[src/rtl/app_line_pkg.sv]
// app_line_pkg
//   Shared definitions for the OUT-endpoint line buffer: the fill/drain state
//   encoding, the default line terminator and the backspace byte values used
//   when the optional backspace editing (LINE_BUF_BS_EN) is compiled in.
//   No ports.
package app_line_pkg;

  typedef enum logic {
    FILL  = 1'b0,
    DRAIN = 1'b1
  } line_state_t;

  localparam logic [7:0] TERM_CHAR_DEF = 8'h0D;
  localparam logic [7:0] BS_CHAR       = 8'h08;
  localparam logic [7:0] DEL_CHAR      = 8'h7F;

endpackage

[src/rtl/line_buf_mem.sv]
// line_buf_mem
//   DEPTH x DATA_W register file holding one line. Synchronous write,
//   asynchronous (combinational) read, no reset on the storage.
// Ports:
//   clk_i    in   clock
//   we_i     in   write enable
//   waddr_i  in   write address
//   wdata_i  in   write data
//   raddr_i  in   read address
//   rdata_o  out  read data (combinational from raddr_i)
module line_buf_mem #(
  parameter int DATA_W = 8,
  parameter int DEPTH  = 64,
  parameter int IDX_W  = $clog2(DEPTH)
) (
  input  logic              clk_i,
  input  logic              we_i,
  input  logic [IDX_W-1:0]  waddr_i,
  input  logic [DATA_W-1:0] wdata_i,
  input  logic [IDX_W-1:0]  raddr_i,
  output logic [DATA_W-1:0] rdata_o
);

  logic [DATA_W-1:0] mem [DEPTH];

  always_ff @(posedge clk_i) begin
    if (we_i) mem[waddr_i] <= wdata_i;
  end

  assign rdata_o = mem[raddr_i];

endmodule

[src/rtl/app_out_line_buf.sv]
// app_out_line_buf
//   Collects bytes from the bulk OUT endpoint application stream into a
//   single line buffer. A line closes on TERM_CHAR (stored as the last byte),
//   when the buffer fills, or on flush_i. The closed line is then replayed as
//   a framed byte stream with length, last and truncation markers. Fill and
//   drain never overlap; while draining, the endpoint side is backpressured.
// Optional feature:
//   LINE_BUF_BS_EN - when defined, 8'h08/8'h7F erase the previous byte of the
//   line instead of being stored.
// Ports:
//   clk_i            in   clock
//   rstn_i           in   asynchronous active-low reset
//   app_out_data_i   in   byte from endpoint
//   app_out_valid_i  in   byte valid
//   app_out_ready_o  out  byte accepted when valid & ready
//   flush_i          in   close a partial line (ignored while draining)
//   line_data_o      out  current line byte
//   line_valid_o     out  line byte valid
//   line_ready_i     in   consumer accepts byte when valid & ready
//   line_last_o      out  current byte is the last of the line
//   line_len_o       out  byte count of the line being drained
//   line_trunc_o     out  line was closed by a full buffer, no terminator
module app_out_line_buf
  import app_line_pkg::*;
#(
  parameter int         LINE_MAXLEN = 64,
  parameter logic [7:0] TERM_CHAR   = TERM_CHAR_DEF,
  parameter int         LEN_W       = $clog2(LINE_MAXLEN + 1)
) (
  input  logic             clk_i,
  input  logic             rstn_i,
  input  logic [7:0]       app_out_data_i,
  input  logic             app_out_valid_i,
  output logic             app_out_ready_o,
  input  logic             flush_i,
  output logic [7:0]       line_data_o,
  output logic             line_valid_o,
  input  logic             line_ready_i,
  output logic             line_last_o,
  output logic [LEN_W-1:0] line_len_o,
  output logic             line_trunc_o
);

  localparam int              IDX_W    = $clog2(LINE_MAXLEN);
  localparam logic [LEN_W-1:0] MAXLEN_L = LEN_W'(LINE_MAXLEN);
  localparam logic [LEN_W-1:0] ONE_L    = LEN_W'(1);

  line_state_t      state, state_nxt;
  logic [LEN_W-1:0] wr_cnt, rd_ptr, len_q, len_nxt, wr_cnt_eff;
  logic             trunc_q, trunc_nxt;
  logic             accept, is_bs, bs_dec, store, is_term, at_full;
  logic             close, rd_last;
  logic [7:0]       rd_data;

  assign accept  = app_out_valid_i & app_out_ready_o;
  assign is_term = (app_out_data_i == TERM_CHAR);
  assign at_full = ((wr_cnt + ONE_L) == MAXLEN_L);
  assign rd_last = (rd_ptr == (len_q - ONE_L));

`ifdef LINE_BUF_BS_EN
  assign is_bs = (app_out_data_i == BS_CHAR) || (app_out_data_i == DEL_CHAR);
`else
  assign is_bs = 1'b0;
`endif

  // A backspace is consumed but never stored; it only erases when there is
  // something to erase.
  assign store      = accept & ~is_bs;
  assign bs_dec     = accept & is_bs & (wr_cnt != '0);
  assign wr_cnt_eff = bs_dec ? (wr_cnt - ONE_L) : wr_cnt;

  // Line close decision and the length/trunc values latched with it. A byte
  // accepted together with a flush is stored first and counted in the line.
  always_comb begin
    close     = 1'b0;
    len_nxt   = wr_cnt + ONE_L;
    trunc_nxt = 1'b0;
    if (state == FILL) begin
      if (store) begin
        close     = is_term | at_full | flush_i;
        trunc_nxt = at_full & ~is_term;
      end else if (flush_i && (wr_cnt_eff != '0)) begin
        close   = 1'b1;
        len_nxt = wr_cnt_eff;
      end
    end
  end

  // State register
  always_ff @(posedge clk_i or negedge rstn_i) begin
    if (!rstn_i) state <= FILL;
    else         state <= state_nxt;
  end

  // Next state
  always_comb begin
    state_nxt = state;
    if (state == FILL) begin
      if (close) state_nxt = DRAIN;
    end else begin
      if (line_ready_i && rd_last) state_nxt = FILL;
    end
  end

  // Outputs; ready is held low while reset is asserted
  always_comb begin
    app_out_ready_o = rstn_i & (state == FILL);
    line_valid_o    = (state == DRAIN);
    line_last_o     = (state == DRAIN) & rd_last;
    line_len_o      = (state == DRAIN) ? len_q : '0;
    line_trunc_o    = (state == DRAIN) & trunc_q;
    line_data_o     = rd_data;
  end

  // Write count, read pointer and per-line framing info
  always_ff @(posedge clk_i or negedge rstn_i) begin
    if (!rstn_i) begin
      wr_cnt  <= '0;
      rd_ptr  <= '0;
      len_q   <= '0;
      trunc_q <= 1'b0;
    end else if (state == FILL) begin
      if (store)       wr_cnt <= wr_cnt + ONE_L;
      else if (bs_dec) wr_cnt <= wr_cnt - ONE_L;
      if (close) begin
        len_q   <= len_nxt;
        trunc_q <= trunc_nxt;
      end
    end else if (line_ready_i) begin
      if (rd_last) begin
        rd_ptr <= '0;
        wr_cnt <= '0;
      end else begin
        rd_ptr <= rd_ptr + ONE_L;
      end
    end
  end

  line_buf_mem #(
    .DATA_W (8),
    .DEPTH  (LINE_MAXLEN),
    .IDX_W  (IDX_W)
  ) u_mem (
    .clk_i   (clk_i),
    .we_i    (store),
    .waddr_i (wr_cnt[IDX_W-1:0]),
    .wdata_i (app_out_data_i),
    .raddr_i (rd_ptr[IDX_W-1:0]),
    .rdata_o (rd_data)
  );

endmodule
[config.mk]
export PLATFORM = sky130hd
export DESIGN_NAME = app_out_line_buf
export DESIGN_NICKNAME = d
export VERILOG_FILES = /design/src/rtl/app_line_pkg.sv /design/src/rtl/line_buf_mem.sv /design/src/rtl/app_out_line_buf.sv
export SDC_FILE = /design/constraint.sdc
export NUM_CORES = 1
export LEC_CHECK = 0
export ABC_AREA = 1
export ABC_CLOCK_PERIOD_IN_PS = 1900
export BUFFER_PORTS_ARGS = -buffer_cell sky130_fd_sc_hd__buf_2
export CAP_MARGIN = 5
export CORE_MARGIN = 8
export CORE_UTILIZATION = 30
export CTS_CLUSTER_SIZE = 24
export DETAILED_ROUTE_END_ITERATION = 16
export SLEW_MARGIN = 5
export SYNTH_ARGS = -nofsm -noshare
export SYNTH_HDL_FRONTEND = slang
export SYNTH_SLANG_ARGS = --single-unit
[constraint.sdc]
create_clock -name clk_i -period 1.9 [get_ports clk_i]
set_input_delay 0.19 -clock clk_i [delete_from_list [all_inputs] [get_ports clk_i]]
set_output_delay 0.19 -clock clk_i [all_outputs]
set_load 0.05 [all_outputs]
==> results of run 1 <==
[metrics by stage]
step	area (sq um)	setup WS (ns)	instances	power, W
after floorplan	22600	-0.512	2009	0.0230
after global placement	25400	-0.498	3086	0.0297
after detailed placement	25400	-0.523	3086	0.0298
after CTS	27800	-1.10	3213	0.0420
after global routing	28100	-1.17	3218	0.0447
final	28100	-1.09	3218	0.0426
[kinds of logic after synthesis]
group                    after synthesis  synth area share (%)
adder cells (fa/ha/maj)                4                 0.223
XOR/XNOR                              10                 0.390
AO/OA/AOI/OAI                        313                  7.44
flip-flops                           535                  71.0
AND/OR/NAND/NOR                      957                  17.2
buffers and inverters                190                  3.76
[registers in the layout (all words and copies together), names as in the netlist]
signal        count
wr_cnt            7
len_q             7
trunc_q           1
line_valid_o      1
u_mem.mem       512
rd_ptr            7
[worst max-delay path, stage by stage, from the launching register on]
cell	delay (ns)
dfrtp_4	0.51
buf_12	0.16
buf_12	0.16
bufbuf_16	0.28
o21ai_0	0.18
o21ai_1	0.09
nand2_1	0.09
nand2_1	0.06
nor2_1	0.09
nand2_1	0.07
nand3_2	0.10
nand2_2	0.08
buf_12	0.14
buf_12	0.14
[power breakdown]
part | leakage [nW] | internal (W) | switching (W)
Sequential | 4.89 | 0.0131 | 0.000297
Clock | 0.840 | 0.00581 | 0.00457
Combinational | 4.39 | 0.00731 | 0.0115
[repair_timing]
| item | 4_1_cts | 5_1_grt |
|---|---|---|
| pin swaps | 20 | 21 |
| hold endpoints to repair | 29 | 0 |
| cloned | 8 | 2 |
| buffers inserted | 17 | 3 |
| setup endpoints to repair | 24 | 44 |
| hold buffers | 3 | 0 |
| resized for setup | 94 | 65 |
[layout by cell type, fill, tap and decap left out, types with 13 or more instances in the layout]
cell,Yosys,layout
buf_2,52,20
nor2_1,485,442
nor2_2,2,26
buf_12,0,42
o21ai_1,15,35
o211ai_1,40,40
nand3_2,4,19
o21ai_0,236,216
nand3_1,145,125
edfxtp_1,512,512
dfrtp_1,23,18
inv_1,69,60
buf_4,6,161
nand2_2,3,21
clkinv_1,5,17
clkbuf_16,0,58
nor2_4,1,20
clkinv_2,0,13
nand2_1,297,274
inv_2,6,13
[layout make-up]
type	instances	area (sq um)
flip-flops and latches	535	16000
repair buffers	250	2690
clock inverters	36	294
clock buffers	63	1430
fillers	7161	46200
well taps	969	1210
multi-input cells	1285	6190
inverters	80	327
[worst min path at each step]
stage | start | endpoint | slack (ns) | cells past startpoint
after detailed placement | rstn_i | wr_cnt[6] | 0.23 | 2
after floorplan | rstn_i | len_q[0] | -0.11 | 0
after CTS | flush_i | line_valid_o | 0.03 | 5
after global placement | rstn_i | wr_cnt[6] | 0.22 | 2
final | flush_i | line_valid_o | 0.05 | 5
after global routing | flush_i | line_valid_o | 0.08 | 5
[routing by layer]
metal | GRT usage [%] | share of wire, % | up-vias
met1 | 20.0 | 43 | 7783
met4 | 4.24 | 2.4 | 2
met2 | 23.6 | 46 | 618
met3 | 3.56 | 8.4 | 91
li1 | - | - | 7371
met5 | 0 | 0.021 | -
==> reports/metrics.yaml, run 1 <==
status: "finished, violations left"
violations: "negative setup slack"
relSlewSlack_pct: 45.1
dp_hpwl_um: 38500
async_reset_ff_share_pct: 4.30
die_area_sq_um: 83900
syn_inst: 2009
vias: 15865
ys_ff_latch: 535
cp.required_ns: 1.71
finish.utilization_pct: 37.8
synth_top_cells_by_area: "edfxtp_1, nor2_1, o21ai_0, nand2_1, nand3_1"
drc: 0
start_util_pct: 30.2
drive_gt1_share_pct: 20.7
ir_drop_uv: 955
cp-end-kind: "primary output"
antenna_found_initial: 1
place.gp.congestion: 0.866
core_area_sq_um: 74300
r2r_start: "rd_ptr[0]"
io-pin-count: 32
wl_per_cell_um: 19.7
rsz0062_at_grt: "yes"
synth.most_common_cell: "edfxtp_1"
cts_buffers: 55
syn_area_sq_um: 22500
syn_area_per_cell_sq_um: 11.2
worst-path-max-fanout: 11
skew_ns: 0.0264
fmax_mhz: 335
setup_viol_count_final: 24
cts.htree.levels: 2
setup_ws_ns: -1.09
path_clk_slew_ns: 0.07
r2r_slack_ns: -0.88
portBuffers: 31
ys_types: 30
min_path_type: "input pin to flip-flop"
hold_ws_ns: 0.0549
setup_tns_ns: -20.25
grt_use_total_pct: 14.8
synth_top_cell_by_area: "edfxtp_1"
first_global_vias: 15336
clock_latency_ns: 0.64
first_pass_iters: 7
numClockSinks: 535
critPathKind: "flip-flop to primary output"
final_max_slew_viol_count: 0
cp_data_arrival_time_ns: 2.80
ys.flop_type: "edfxtp_1"
avgViaCountPerCell: 4.93
grt_max_degree: 65
drt_wl_total_um: 63400
first_iter_violations: 1554
synth_common_cells: "edfxtp_1, nor2_1, nand2_1, o21ai_0, nand3_1"
reg2reg_depth: 19
synth_top_area_share_pct: 68.4
fin_crit_ns: 2.99
ys.warnings.count: 0
p_leak_nw: 10.1
endpoint: "line_data_o[5]"
gr-total-overflow: 0
power_density_nw_per_um2: 1520
clockRootBuffer: "clkbuf_16"
n_antenna_cell: 0
yosysSeqAreaShare_pct: 71.0
syn2layout_area_growth_pct: 25.0
synth-edff-count: 512
cap_violations: 0
ant_nets: 0
post-route-period-util_pct: 157
startpoint: "rd_ptr[0]"
tightest_slew_ns: 0.823
r2r-end: "rd_ptr[6]"
synth_nets: 2026
finalNetCount: 2224
die_y_um: 290
grt_pass1_wl_um: 94400
start_kind: "flip-flop"
clock_tree.buffer_depth: 3
chipWidth_um: 290
rows: 100
hold_viol: 0
cts_tree: "built"
Power figures use the tool's default switching activity.
==> run 2: changes to the inputs <==
--- a/config.mk
+++ b/config.mk
@@ -13,6 +13,7 @@
 export CORE_UTILIZATION = 30
 export CTS_CLUSTER_SIZE = 24
 export DETAILED_ROUTE_END_ITERATION = 16
+export PLACE_DENSITY = 0.54
 export SLEW_MARGIN = 5
 export SYNTH_ARGS = -nofsm -noshare
 export SYNTH_HDL_FRONTEND = slang
==> reports/metrics.yaml, run 2 (synthesis results as in run 1) <==
portBuffers: 31
min-delay-start: "flush_i"
critPathKind: "flip-flop to primary output"
setup_viol_count_final: 22
finalNetCount: 2236
clock_tree.buffer_depth: 3
wl_per_cell_um: 21.0
largest-register: "u_mem.mem"
die_y_um: 290
cpMaxStageDelayCell: "dfrtp_4"
worst-path-max-fanout: 20
min_path_type: "input pin to flip-flop"
clockRootBuffer: "clkbuf_16"
numClockSinks: 535
grt_pass1_wl_um: 98800
n_fill_cell: 7139
first_pass_iters: 6
skew_ns: 0.0192
swShare_pct: 38.6
p_total_w: 0.0441
post-place-ws_ns: -0.613
cap_violations: 0
cts.htree.levels: 2
antenna_found_initial: 3
final_max_slew_viol_count: 0
place.gp.congestion: 0.845
crit_buf_inv: 4
reg2reg_depth: 13
cp.required_ns: 1.71
startpoint: "rd_ptr[0]"
mostFrequentLayoutCells: "edfxtp_1, nor2_1, nand2_1, o21ai_0, buf_4"
p_leak_nw: 10.3
io-pin-count: 32
dp_hpwl_um: 39800
cts_buffers: 56
power_density_nw_per_um2: 1540
max_stage_delay_ns: 0.45
drive_gt1_share_pct: 21.9
seqPwrFrac_pct: 30.4
path_clk_slew_ns: 0.06
ant_nets: 0
power_frac_comb_pct: 45.6
cp-end-kind: "primary output"
start_kind: "flip-flop"
first_iter_violations: 1586
cp.depth: 10
die_area_sq_um: 83900
fmax_mhz: 348
hold_depth: 6
avgViaCountPerCell: 4.92
hold_viol: 0
rsz0062_at_grt: "yes"
grt_max_degree: 65
status: "finished, violations left"
clockPowerShare_pct: 24.0
p_switching_w: 0.0170
post-route-period-util_pct: 151
chipWidth_um: 290
crit_family: "simple AND/OR/NAND/NOR gates"
gr-total-overflow: 0
vias: 15932
start_util_pct: 30.2
largest_register_ffs: 512
drc: 0
core_area_sq_um: 74300
layout_commonest_cell: "edfxtp_1"
syn2layout_area_growth_pct: 27.4
cp_data_arrival_time_ns: 2.68
tightest_slew_ns: 0.869
violations: "negative setup slack"
ir_drop_uv: 788
crit_path_cell_trace: "buf_12 -> clkinv_16 -> buf_16 -> o21ai_0 -> nand3_1 -> nand3_1 -> nand3_2 -> nand3_4 -> nand2_2 -> buf_12"
rows: 100
clock_latency_ns: 0.61
first_global_vias: 15339
relSlewSlack_pct: 42.0
cts_tree: "built"
setup_ws_ns: -0.972
grt_use_total_pct: 15.6
internal_power_w: 0.0271
fin_crit_ns: 2.87
drt_wl_total_um: 67900
r2r_start: "rd_ptr[1]"
[run 2: cell count changes in the layout (fill, tap and decap cells not counted), moves of 12 or more]
cell,previous run,this run
o21ai_0,216,195
nand3_2,19,36
clkbuf_1,7,23
o21ai_1,35,52
nand3_1,125,108
buf_16,5,17
buf_4,161,139
[run 2: path summary, 6_finish.rpt]
check	slack, ns	endpoint
setup / recovery	-0.97	line_data_o[2]
setup reg to reg	-0.19	wr_cnt[4]
min in group asynchronous	0.13	trunc_q
hold reg to reg	0.53	trunc_q
hold / removal	0.06	len_q[4]
max in group asynchronous	1.46	rd_ptr[1]
[run 2: routing by layer]
layer  GRT usage [%]  share of wire, %  wire length [um]  vias to the layer above
li1                -                 -                 -                     7402
met2            24.9                46             31000                      564
met3            3.14               6.9              4670                      121
met4            4.74               3.0              2060                        2
met5               0             0.021                14                        -
met1            21.4                44             30200                     7843
[run 2: repair_timing]
action | in CTS | in global routing
cloned | 12 | 7
hold buffers | 3 | 0
gates resized for setup | 142 | 97
setup buffers | 8 | 12
endpoints found under the setup margin | 22 | 32
pin swaps | 39 | 40
endpoints found under the hold margin | 27 | 0
[run 2: stage by stage]
stage	setup TNS, ns	hold slack [ns]	utilization [%]	cell area [sq um]	cells
after global placement	-4.92	0.222	34.3	25500	3091
after detailed placement	-4.60	0.230	34.3	25500	3091
after floorplan	-209.41	-0.106	-	22600	2009
after CTS	-7.91	0.0104	37.9	28200	3217
after global routing	-12.37	0.0980	38.5	28600	3234
final	-10.15	0.0612	38.5	28600	3236
[run 2: power by group through the flow]
stage / combinational [W] / clock [W] / sequential [W]
5_1_grt: 0.0215 / 0.0112 / 0.0134
3_5_place_dp: 0.0162 / 0 / 0.0137
4_1_cts: 0.0189 / 0.0108 / 0.0134
2_1_floorplan: 0.00943 / 0 / 0.0135
3_3_place_gp: 0.0161 / 0 / 0.0136
6_report: 0.0201 / 0.0106 / 0.0134
[run 2: worst register-to-register path: stages (launching register included)]
cell and delay (ns):
dfrtp_4 0.55, buf_6 0.17, buf_8 0.14, xor2_1 0.14
nand2_1 0.07, nor2_1 0.08, nand2_1 0.10, nor2_4 0.16
buf_6 0.11, buf_6 0.08, buf_6 0.11, nand3_4 0.13
nand3_2 0.10, nand2_1 0.05
[run 2: layout make-up]
cell class | count | area [sq um] | area share [%]
antenna | 2 | 5.00 | 0.0175
clock inverter | 21 | 189 | 0.660
timing repair buffer | 260 | 3060 | 10.7
multi-input combinational | 1285 | 6310 | 22.0
tap | 969 | 1210 | 4.23
timing repair inverter | 1 | 16.3 | 0.0568
inverter | 80 | 342 | 1.19
sequential | 535 | 16000 | 55.7
clock buffer | 83 | 1550 | 5.42
